<file path="config.mk">
export PLATFORM = sky130hd
export DESIGN_NAME = mem_arbiter_flat
export DESIGN_NICKNAME = d
export VERILOG_FILES = /design/src/rtl/mem_arbiter_if.sv /design/src/rtl/mem_arbiter.sv /design/src/flat_wrapper.sv
export SDC_FILE = /design/constraint.sdc
export NUM_CORES = 1
export LEC_CHECK = 0
export ABC_AREA = 1
export CAP_MARGIN = 20
export CORE_AREA = 2 2 278 280
export DETAILED_ROUTE_END_ITERATION = 8
export DIE_AREA = 0 0 280 282
export PLACE_DENSITY_LB_ADDON = 0.1
export SYNTH_ARGS = -nofsm -noshare
export SYNTH_HDL_FRONTEND = slang
export SYNTH_SLANG_ARGS = --single-unit
</file>
<file path="constraint.sdc">
create_clock -name clk -period 1.36 [get_ports clk]
set_clock_uncertainty 0.05 [all_clocks]
set_input_delay 0.272 -clock clk [delete_from_list [all_inputs] [get_ports clk]]
set_output_delay 0.272 -clock clk [all_outputs]
set_load 0.01 [all_outputs]
</file>
<file path="src/rtl/mem_arbiter_if.sv">
// Bundle between the I/D cache miss paths, the memory port and the arbiter.
// Signal names follow the cache-side and memory-side port names directly.
interface mem_arbiter_if #(
    parameter int ADDR_WIDTH = 20,
    parameter int LINE_WIDTH = 128
);
    logic                  i_req;
    logic [ADDR_WIDTH-1:0] i_addr;
    logic                  i_filled_ack;
    logic                  i_data_rdy;
    logic [LINE_WIDTH-1:0] i_data;

    logic                  d_req;
    logic                  d_we;
    logic [ADDR_WIDTH-1:0] d_addr;
    logic [LINE_WIDTH-1:0] d_wdata;
    logic                  d_filled_ack;
    logic                  d_data_rdy;
    logic [LINE_WIDTH-1:0] d_data;

    logic                  mem_req;
    logic                  mem_we;
    logic [ADDR_WIDTH-1:0] mem_addr;
    logic [LINE_WIDTH-1:0] mem_wdata;
    logic                  mem_ack;
    logic [LINE_WIDTH-1:0] mem_rdata;

    logic                  busy;

    modport slave (
        input  i_req, i_addr, i_filled_ack,
        output i_data_rdy, i_data,
        input  d_req, d_we, d_addr, d_wdata, d_filled_ack,
        output d_data_rdy, d_data,
        output mem_req, mem_we, mem_addr, mem_wdata,
        input  mem_ack, mem_rdata,
        output busy
    );

    modport master (
        output i_req, i_addr, i_filled_ack,
        input  i_data_rdy, i_data,
        output d_req, d_we, d_addr, d_wdata, d_filled_ack,
        input  d_data_rdy, d_data,
        input  mem_req, mem_we, mem_addr, mem_wdata,
        output mem_ack, mem_rdata,
        input  busy
    );
endinterface

</file>
<file path="src/rtl/mem_arbiter.sv">
// Shares the main-memory port between the I-side and D-side cache miss paths.
// Define ARB_ROUND_ROBIN_EN for round-robin ties; default gives D-side priority.
module mem_arbiter #(
    parameter int ADDR_WIDTH = 20,
    parameter int LINE_WIDTH = 128
) (
    input  logic          clk,
    input  logic          reset,
    mem_arbiter_if.slave  bus
);
    typedef enum logic [1:0] {
        IDLE = 2'd0,
        WAIT = 2'd1,
        RESP = 2'd2
    } state_t;

    state_t                r_state;
    state_t                w_next;
    logic                  r_own_d;
    logic                  r_we;
    logic [ADDR_WIDTH-1:0] r_addr;
    logic [LINE_WIDTH-1:0] r_wdata;
    logic [LINE_WIDTH-1:0] r_i_data;
    logic [LINE_WIDTH-1:0] r_d_data;
    logic                  r_i_rdy;
    logic                  r_d_rdy;

    logic w_any;
    logic w_pick_d;
    logic w_ack_own;
    logic w_idle;
    logic w_wait;
    logic w_resp;

    assign w_idle    = (r_state == IDLE);
    assign w_wait    = (r_state == WAIT);
    assign w_resp    = (r_state == RESP);
    assign w_any     = bus.i_req | bus.d_req;
    assign w_ack_own = r_own_d ? bus.d_filled_ack : bus.i_filled_ack;

`ifdef ARB_ROUND_ROBIN_EN
    // r_last_d = 1 means D was granted last; resets to D so the first tie goes to I
    logic r_last_d;

    assign w_pick_d = bus.d_req & (~bus.i_req | ~r_last_d);

    always_ff @(posedge clk) begin
        if (reset) begin
            r_last_d <= 1'b1;
        end else if (w_idle && w_any) begin
            r_last_d <= w_pick_d;
        end
    end
`else
    assign w_pick_d = bus.d_req;
`endif

    always_ff @(posedge clk) begin
        if (reset) begin
            r_state <= IDLE;
        end else begin
            r_state <= w_next;
        end
    end

    always_comb begin
        w_next = r_state;
        unique case (r_state)
            IDLE:    if (w_any)       w_next = WAIT;
            WAIT:    if (bus.mem_ack) w_next = RESP;
            RESP:    if (w_ack_own)   w_next = IDLE;
            default: w_next = IDLE;
        endcase
    end

    always_ff @(posedge clk) begin
        if (reset) begin
            r_own_d  <= 1'b0;
            r_we     <= 1'b0;
            r_addr   <= '0;
            r_wdata  <= '0;
            r_i_data <= '0;
            r_d_data <= '0;
            r_i_rdy  <= 1'b0;
            r_d_rdy  <= 1'b0;
        end else begin
            if (w_idle && w_any) begin
                r_own_d <= w_pick_d;
                r_we    <= w_pick_d & bus.d_we;
                r_addr  <= w_pick_d ? bus.d_addr : bus.i_addr;
                r_wdata <= w_pick_d ? bus.d_wdata : '0;
            end
            if (w_wait && bus.mem_ack) begin
                // a write-back completion leaves the D-side line untouched
                if (!r_we) begin
                    if (r_own_d) r_d_data <= bus.mem_rdata;
                    else         r_i_data <= bus.mem_rdata;
                end
                r_d_rdy <= r_own_d;
                r_i_rdy <= ~r_own_d;
            end
            if (w_resp && w_ack_own) begin
                r_d_rdy <= 1'b0;
                r_i_rdy <= 1'b0;
            end
        end
    end

    assign bus.mem_req    = w_wait;
    assign bus.mem_we     = w_wait & r_we;
    assign bus.mem_addr   = r_addr;
    assign bus.mem_wdata  = r_wdata;
    assign bus.i_data_rdy = r_i_rdy;
    assign bus.i_data     = r_i_data;
    assign bus.d_data_rdy = r_d_rdy;
    assign bus.d_data     = r_d_data;
    assign bus.busy       = ~w_idle;
endmodule

</file>
<file path="src/flat_wrapper.sv">
// flat-port wrapper written by rule: the top's interface ports become plain ports
module mem_arbiter_flat 
#(
    parameter int ADDR_WIDTH = 20,
    parameter int LINE_WIDTH = 128
)
  (clk, reset, bus_i_req, bus_i_addr, bus_i_filled_ack, bus_i_data_rdy, bus_i_data, bus_d_req, bus_d_we, bus_d_addr, bus_d_wdata, bus_d_filled_ack, bus_d_data_rdy, bus_d_data, bus_mem_req, bus_mem_we, bus_mem_addr, bus_mem_wdata, bus_mem_ack, bus_mem_rdata, bus_busy);
  mem_arbiter_if #(.ADDR_WIDTH(ADDR_WIDTH), .LINE_WIDTH(LINE_WIDTH)) bus_i ();
  input  logic clk;
  input  logic reset;
  input wire logic [$bits(bus_i.i_req)-1:0] bus_i_req;
  input wire logic [$bits(bus_i.i_addr)-1:0] bus_i_addr;
  input wire logic [$bits(bus_i.i_filled_ack)-1:0] bus_i_filled_ack;
  output wire logic [$bits(bus_i.i_data_rdy)-1:0] bus_i_data_rdy;
  output wire logic [$bits(bus_i.i_data)-1:0] bus_i_data;
  input wire logic [$bits(bus_i.d_req)-1:0] bus_d_req;
  input wire logic [$bits(bus_i.d_we)-1:0] bus_d_we;
  input wire logic [$bits(bus_i.d_addr)-1:0] bus_d_addr;
  input wire logic [$bits(bus_i.d_wdata)-1:0] bus_d_wdata;
  input wire logic [$bits(bus_i.d_filled_ack)-1:0] bus_d_filled_ack;
  output wire logic [$bits(bus_i.d_data_rdy)-1:0] bus_d_data_rdy;
  output wire logic [$bits(bus_i.d_data)-1:0] bus_d_data;
  output wire logic [$bits(bus_i.mem_req)-1:0] bus_mem_req;
  output wire logic [$bits(bus_i.mem_we)-1:0] bus_mem_we;
  output wire logic [$bits(bus_i.mem_addr)-1:0] bus_mem_addr;
  output wire logic [$bits(bus_i.mem_wdata)-1:0] bus_mem_wdata;
  input wire logic [$bits(bus_i.mem_ack)-1:0] bus_mem_ack;
  input wire logic [$bits(bus_i.mem_rdata)-1:0] bus_mem_rdata;
  output wire logic [$bits(bus_i.busy)-1:0] bus_busy;
  assign bus_i.i_req = bus_i_req;
  assign bus_i.i_addr = bus_i_addr;
  assign bus_i.i_filled_ack = bus_i_filled_ack;
  assign bus_i_data_rdy = bus_i.i_data_rdy;
  assign bus_i_data = bus_i.i_data;
  assign bus_i.d_req = bus_d_req;
  assign bus_i.d_we = bus_d_we;
  assign bus_i.d_addr = bus_d_addr;
  assign bus_i.d_wdata = bus_d_wdata;
  assign bus_i.d_filled_ack = bus_d_filled_ack;
  assign bus_d_data_rdy = bus_i.d_data_rdy;
  assign bus_d_data = bus_i.d_data;
  assign bus_mem_req = bus_i.mem_req;
  assign bus_mem_we = bus_i.mem_we;
  assign bus_mem_addr = bus_i.mem_addr;
  assign bus_mem_wdata = bus_i.mem_wdata;
  assign bus_i.mem_ack = bus_mem_ack;
  assign bus_i.mem_rdata = bus_mem_rdata;
  assign bus_busy = bus_i.busy;
  mem_arbiter #(.ADDR_WIDTH(ADDR_WIDTH), .LINE_WIDTH(LINE_WIDTH)) u_core (.clk(clk), .reset(reset), .bus(bus_i));
endmodule
</file>
## Word-level counts from Yosys, hierarchy flattened

Cells that the tools add are included.

| storage, ports and cells | value |
|---|---|
| output and inout bits | 409 |
| register bits after elaboration | 410 |

| cells by class | value |
|---|---|
| equality and inequality tests | 5 |
| bitwise gates (word level) | 6 |
| mux-type cells | 7 |
| reduce and logical (&&, ||, !) cells | 8 |

Operators by type and width:

| kind | count |
|---|---|
| 2-to-1 mux 128 bit | 1 |
| 2-to-1 mux 20 bit | 1 |
| AND reduction 3 bit | 3 |
| 2-to-1 mux 2 bit | 3 |
| case mux 2 bit (3 select lines) | 1 |
| != test 2 x 1 -> 1 bit (second input constant) | 2 |
| logical AND 1 bit | 3 |
| NOT 1 bit | 3 |
| AND 1 bit | 2 |
| equality test 2 x 1 -> 1 bit (second input constant) | 1 |
| equality test 2 bit (second input constant) | 1 |
| logical NOT 2 bit | 1 |
| != test 2 bit (second input constant) | 1 |
| OR reduction 2 bit | 1 |
| 2-to-1 mux 1 bit | 1 |
| OR 1 bit | 1 |

## Logic depth before layout (Yosys ltp)

Gate-level depths: netlist of run 1.

| depth | value |
|---|---|
| word-level depth | 3 |
| gate-level depth with buffers | 8 |
| mapped depth without buffers | 6 |

## Worst setup path before layout of run 1

Ideal clock, no wire load.

| timing path | value |
|---|---|
| path type | register to output |
| from | register u_core.r_we |
| to | output port bus_mem_we |
| path buffers | 2 |
| data required time | 1.038 ns |
| stages on the path, launching flop included | 5 |
| slack | 0.020 ns |
| data arrival time | 1.018 ns |
| cell sequence | dfxtp_1 -> inv_1 -> clkbuf_1 -> buf_2 -> nor2_1 |

| between the ends | value |
|---|---|
| word-level cells in the longest chain between the ends | 1 |

Ends and longest elaborated chain:

| element | line | source |
|---|---|---|
| start, declared | mem_arbiter.sv:20 | `logic r_we;` |
| start signal, assigned | mem_arbiter.sv:89 | `r_we <= w_pick_d & bus.d_we;` |
| AND 1 bit | mem_arbiter.sv:110 | `assign bus.mem_we = w_wait & r_we;` |
| end, declared | flat_wrapper.sv:24 | `output wire logic [$bits(bus_i.mem_we)-1:0] bus_mem_we;` |

No other way between the ends.

## Final worst setup path of run 1

| timing path | value |
|---|---|
| from | register u_core.r_state[1] |
| to | output port bus_mem_req |

| between the ends | value |
|---|---|
| word-level cells in the longest chain between the ends | 1 |

Ends and longest elaborated chain:

| element | line | source |
|---|---|---|
| start, declared | mem_arbiter.sv:17 | `state_t r_state;` |
| start signal, assigned | mem_arbiter.sv:62 | `r_state <= w_next;` |
| equality test 2 x 1 -> 1 bit | mem_arbiter.sv:36 | `assign w_wait = (r_state == WAIT);` |
| end, declared | flat_wrapper.sv:23 | `output wire logic [$bits(bus_i.mem_req)-1:0] bus_mem_req;` |

No other way between the ends.

==> results.toml, run 1 <==
[timing]
fmax_ghz = 0.609
layout_setup_ws_ns = -0.283
setup_viol = 452
slew_violations = 0
fin_crit_sh = 1.21
slew_headroom = 0.598
min_period_ns = 1.64
tightest_slew_ns = 0.603
rsz0062_at_grt = "yes"
final_hold_viol_count = 0

[synthesis]
synth_edf_count = 0
synth.most_common_cell = "nand2_1"
synth_area_mm2 = 0.0159
synth_adder_area_share = 0
synth_xor_area_frac = 0
synthArstFlopShare = 0
yosys.area.top_type = "dfxtp_1"
netlist.area_leader.share = 0.517
synthTopCellsByCount = "nand2_1 (582), nor2_1 (558), dfxtp_1 (410)"
synth-main-ff-cell = "dfxtp_1"
synth_simple_gate_area_frac = 0.353
yosys_warnings = 0
synth-seq-area-share = 0.517
yosysUniqueCellTypes = 18
avgSynthCellArea_um2 = 6.99
synth_top_family_by_area = "simple AND/OR/NAND/NOR gates"
synth_cells = 2271
synthTopCellsByArea = "dfxtp_1 (52%), nand2_1 (14%), nor2_1 (13%), nand3_1 (8.1%), a21oi_1 (4.2%)"
synth_compound_area_frac = 0.0493
synthesis.nets = 2575
synth_mux_area_frac = 0
synth_seq_cells = 410

[cells_and_area]
nNetsFinal = 3351
syn_to_final_growth_pct = 91.4
final_cells = 4067
postLayoutCoreUtil = 0.401
drive_gt1_frac = 0.429

[pwr]
power_mw = 34.5
switching_share = 0.280
p_leak_nw = 13.0
power_density_mw_per_mm2 = 1140
p_sw_mw = 9.66
ir_worst_vdd_mv = 0.826
power_frac_seq = 0.389
combPwrFrac = 0.213
pwr-share-clk = 0.398
internal-power_mw = 24.9

[job]
maxCapViolations = 0

[critical_path]
cp_slowest_stage_delay_ns = 0.36
worst_setup_path_start_kind = "flip-flop"
path_cells = "inv_4, nand2_4, buf_6, inv_2, buf_6"
required_ns = 1.04
cp-end-kind = "primary output"
slowest_stage = "dfxtp_4"
path_class = "reg2out"
cp_max_fo = 3
arrival_ns = 1.32
cpMostUsedCell = "buf_6"

[placed_design]
portBuffers = 712
place_congestion = 0.794
dp.cells = 3891
place_ws_ns = -0.669
place_hpwl_mm = 53.6

[floorplan]
die-area_mm2 = 0.0790
coreArea_mm2 = 0.0757
die_w_um = 280
initial_core_util = 0.210
die_height_um = 282
num_rows = 101
num_io_pins = 713

[routing]
wl_mm = 82.0
first_iter_violations = 810
avgViaCountPerCell = 4.35
antenna_left = 0
dr_total_vias = 17693
drt_first_pass_iters = 5
avgRoutedWirePerCell_um = 20.2
drc = 0

[clock_network]
htreeDepth = 2
numCtsBuffers = 51
clk_pin_slew_ns = 0.06
cts_tree = "done"
clk_latency_ns = 0.57
clockRootBuffer = "clkbuf_16"
cts_sinks = 410
cts_buffer_depth = 3

[hold_path]
hp-class = "in2reg"

[status]
violations = "negative setup slack"
outcome = "finished, violations left"

[grt]
antenna_found_initial = 9
first_global_vias = 16979
track_usage = 0.175
grt_max_degree = 69
grt_overflow = 0
grt_pass1_wl_mm = 106
==> what timing repair did <==
item | 4_1_cts | 5_1_grt
pin swaps | 2 | 114
buffers inserted | 14 | 19
cloned | 0 | 49
endpoints found under the setup margin | 817 | 810
resized for setup | 2604 | 337
hold endpoints to repair | 6 | 0
hold buffers | 1 | 0
==> stage by stage <==
step           setup TNS, ns  instance area, um^2  hold WS, ns
2_1_floorplan              0                15900        0.366
3_3_place_gp         -213.26                24800        0.400
3_5_place_dp         -222.32                24800        0.406
4_1_cts               -92.76                27600        0.137
5_1_grt              -116.82                30400        0.157
6_report              -68.96                30400        0.176
==> logic make-up after synthesis <==
group	Yosys count
AND/OR/NAND/NOR	1402
buffers and inverters	304
flip-flops	410
AO/OA/AOI/OAI	155
==> layer usage <==
| layer | vias to the layer above | global-route usage | wire [um] |
|---|---|---|---|
| met4 | 6 | 0.0420 | 1810 |
| met1 | 8434 | 0.199 | 33500 |
| met3 | 106 | 0.0597 | 5960 |
| met5 | - | 0 | 40 |
| met2 | 561 | 0.313 | 40700 |
| li1 | 8586 | - | - |
==> state kept, by name, indices dropped and copies added, names as in the netlist <==
register and count:
u_core.bus.d_data 128, u_core.bus.d_data_rdy 1, u_core.bus.i_data 128, u_core.bus.i_data_rdy 1
u_core.bus.mem_addr 20, u_core.bus.mem_wdata 128, u_core.r_own_d 1, u_core.r_state 2
u_core.r_we 1
==> power groups by stage <==
stage / clock network (mW) / registers, mW / logic, mW
after floorplan: 0 / 13.7 / 2.07
after global placement: 0 / 13.4 / 6.14
after detailed placement: 0 / 13.4 / 6.14
after CTS: 14.2 / 13.4 / 6.34
after global routing: 14.6 / 13.5 / 7.91
final: 13.8 / 13.4 / 7.36
==> cell usage in the layout, fill, tap and decap left out, drive strengths merged <==
master / Yosys / layout
inv: 139 / 139
clkdlybuf4s50: 0 / 302
bufinv: 0 / 3
clkinv: 0 / 11
buf: 117 / 547
nor2: 559 / 559
o21a: 1 / 1
nand4: 1 / 1
dlygate4sd3: 0 / 1
nor3: 2 / 2
dfxtp: 410 / 410
o21ai: 21 / 21
diode: 0 / 3
nand3: 258 / 258
clkbuf: 48 / 116
nand2: 582 / 582
a21oi: 133 / 133
==> area by class of cell <==
type	count	area [um^2]
clock buffers	78	1520
clock inverters	14	153
multi-input cells	1557	7660
well taps	978	1220
inverters	139	549
repair buffers	888	10500
flip-flops and latches	410	8730
diodes	3	7.51
fillers	7671	45300
==> final timing paths <==
check	startpoint	endpoint	slack [ns]	cells after the start
max reg2reg	u_core.r_state[1]$_SDFFE_PP0P_	u_core.bus.mem_wdata[82]$_SDFFE_PP0P_	-0.26	9
min	bus_d_wdata[113]	u_core.bus.mem_wdata[113]$_SDFFE_PP0P_	0.18	3
max	u_core.r_state[1]$_SDFFE_PP0P_	bus_mem_req	-0.28	5
min reg2reg	u_core.bus.mem_wdata[120]$_SDFFE_PP0P_	u_core.bus.mem_wdata[120]$_SDFFE_PP0P_	0.42	2
==> critical path, delay by kind of cell (launching register included) <==
family,cells,cell delay (ns)
buf+inv,4,0.32
simple gates,1,0.06
flops,1,0.36
Note: power is estimated with default switching activity, not from simulation.
==> run 2: changes to the inputs <==
--- a/config.mk
+++ b/config.mk
@@ -6,6 +6,7 @@
 export NUM_CORES = 1
 export LEC_CHECK = 0
 export ABC_AREA = 1
+export ABC_CLOCK_PERIOD_IN_PS = 1360
 export CAP_MARGIN = 20
 export CORE_AREA = 2 2 278 280
 export DETAILED_ROUTE_END_ITERATION = 8
==> results of run 2 <==
Same layout as run 1: the final DEF is identical, and so are final timing and power.
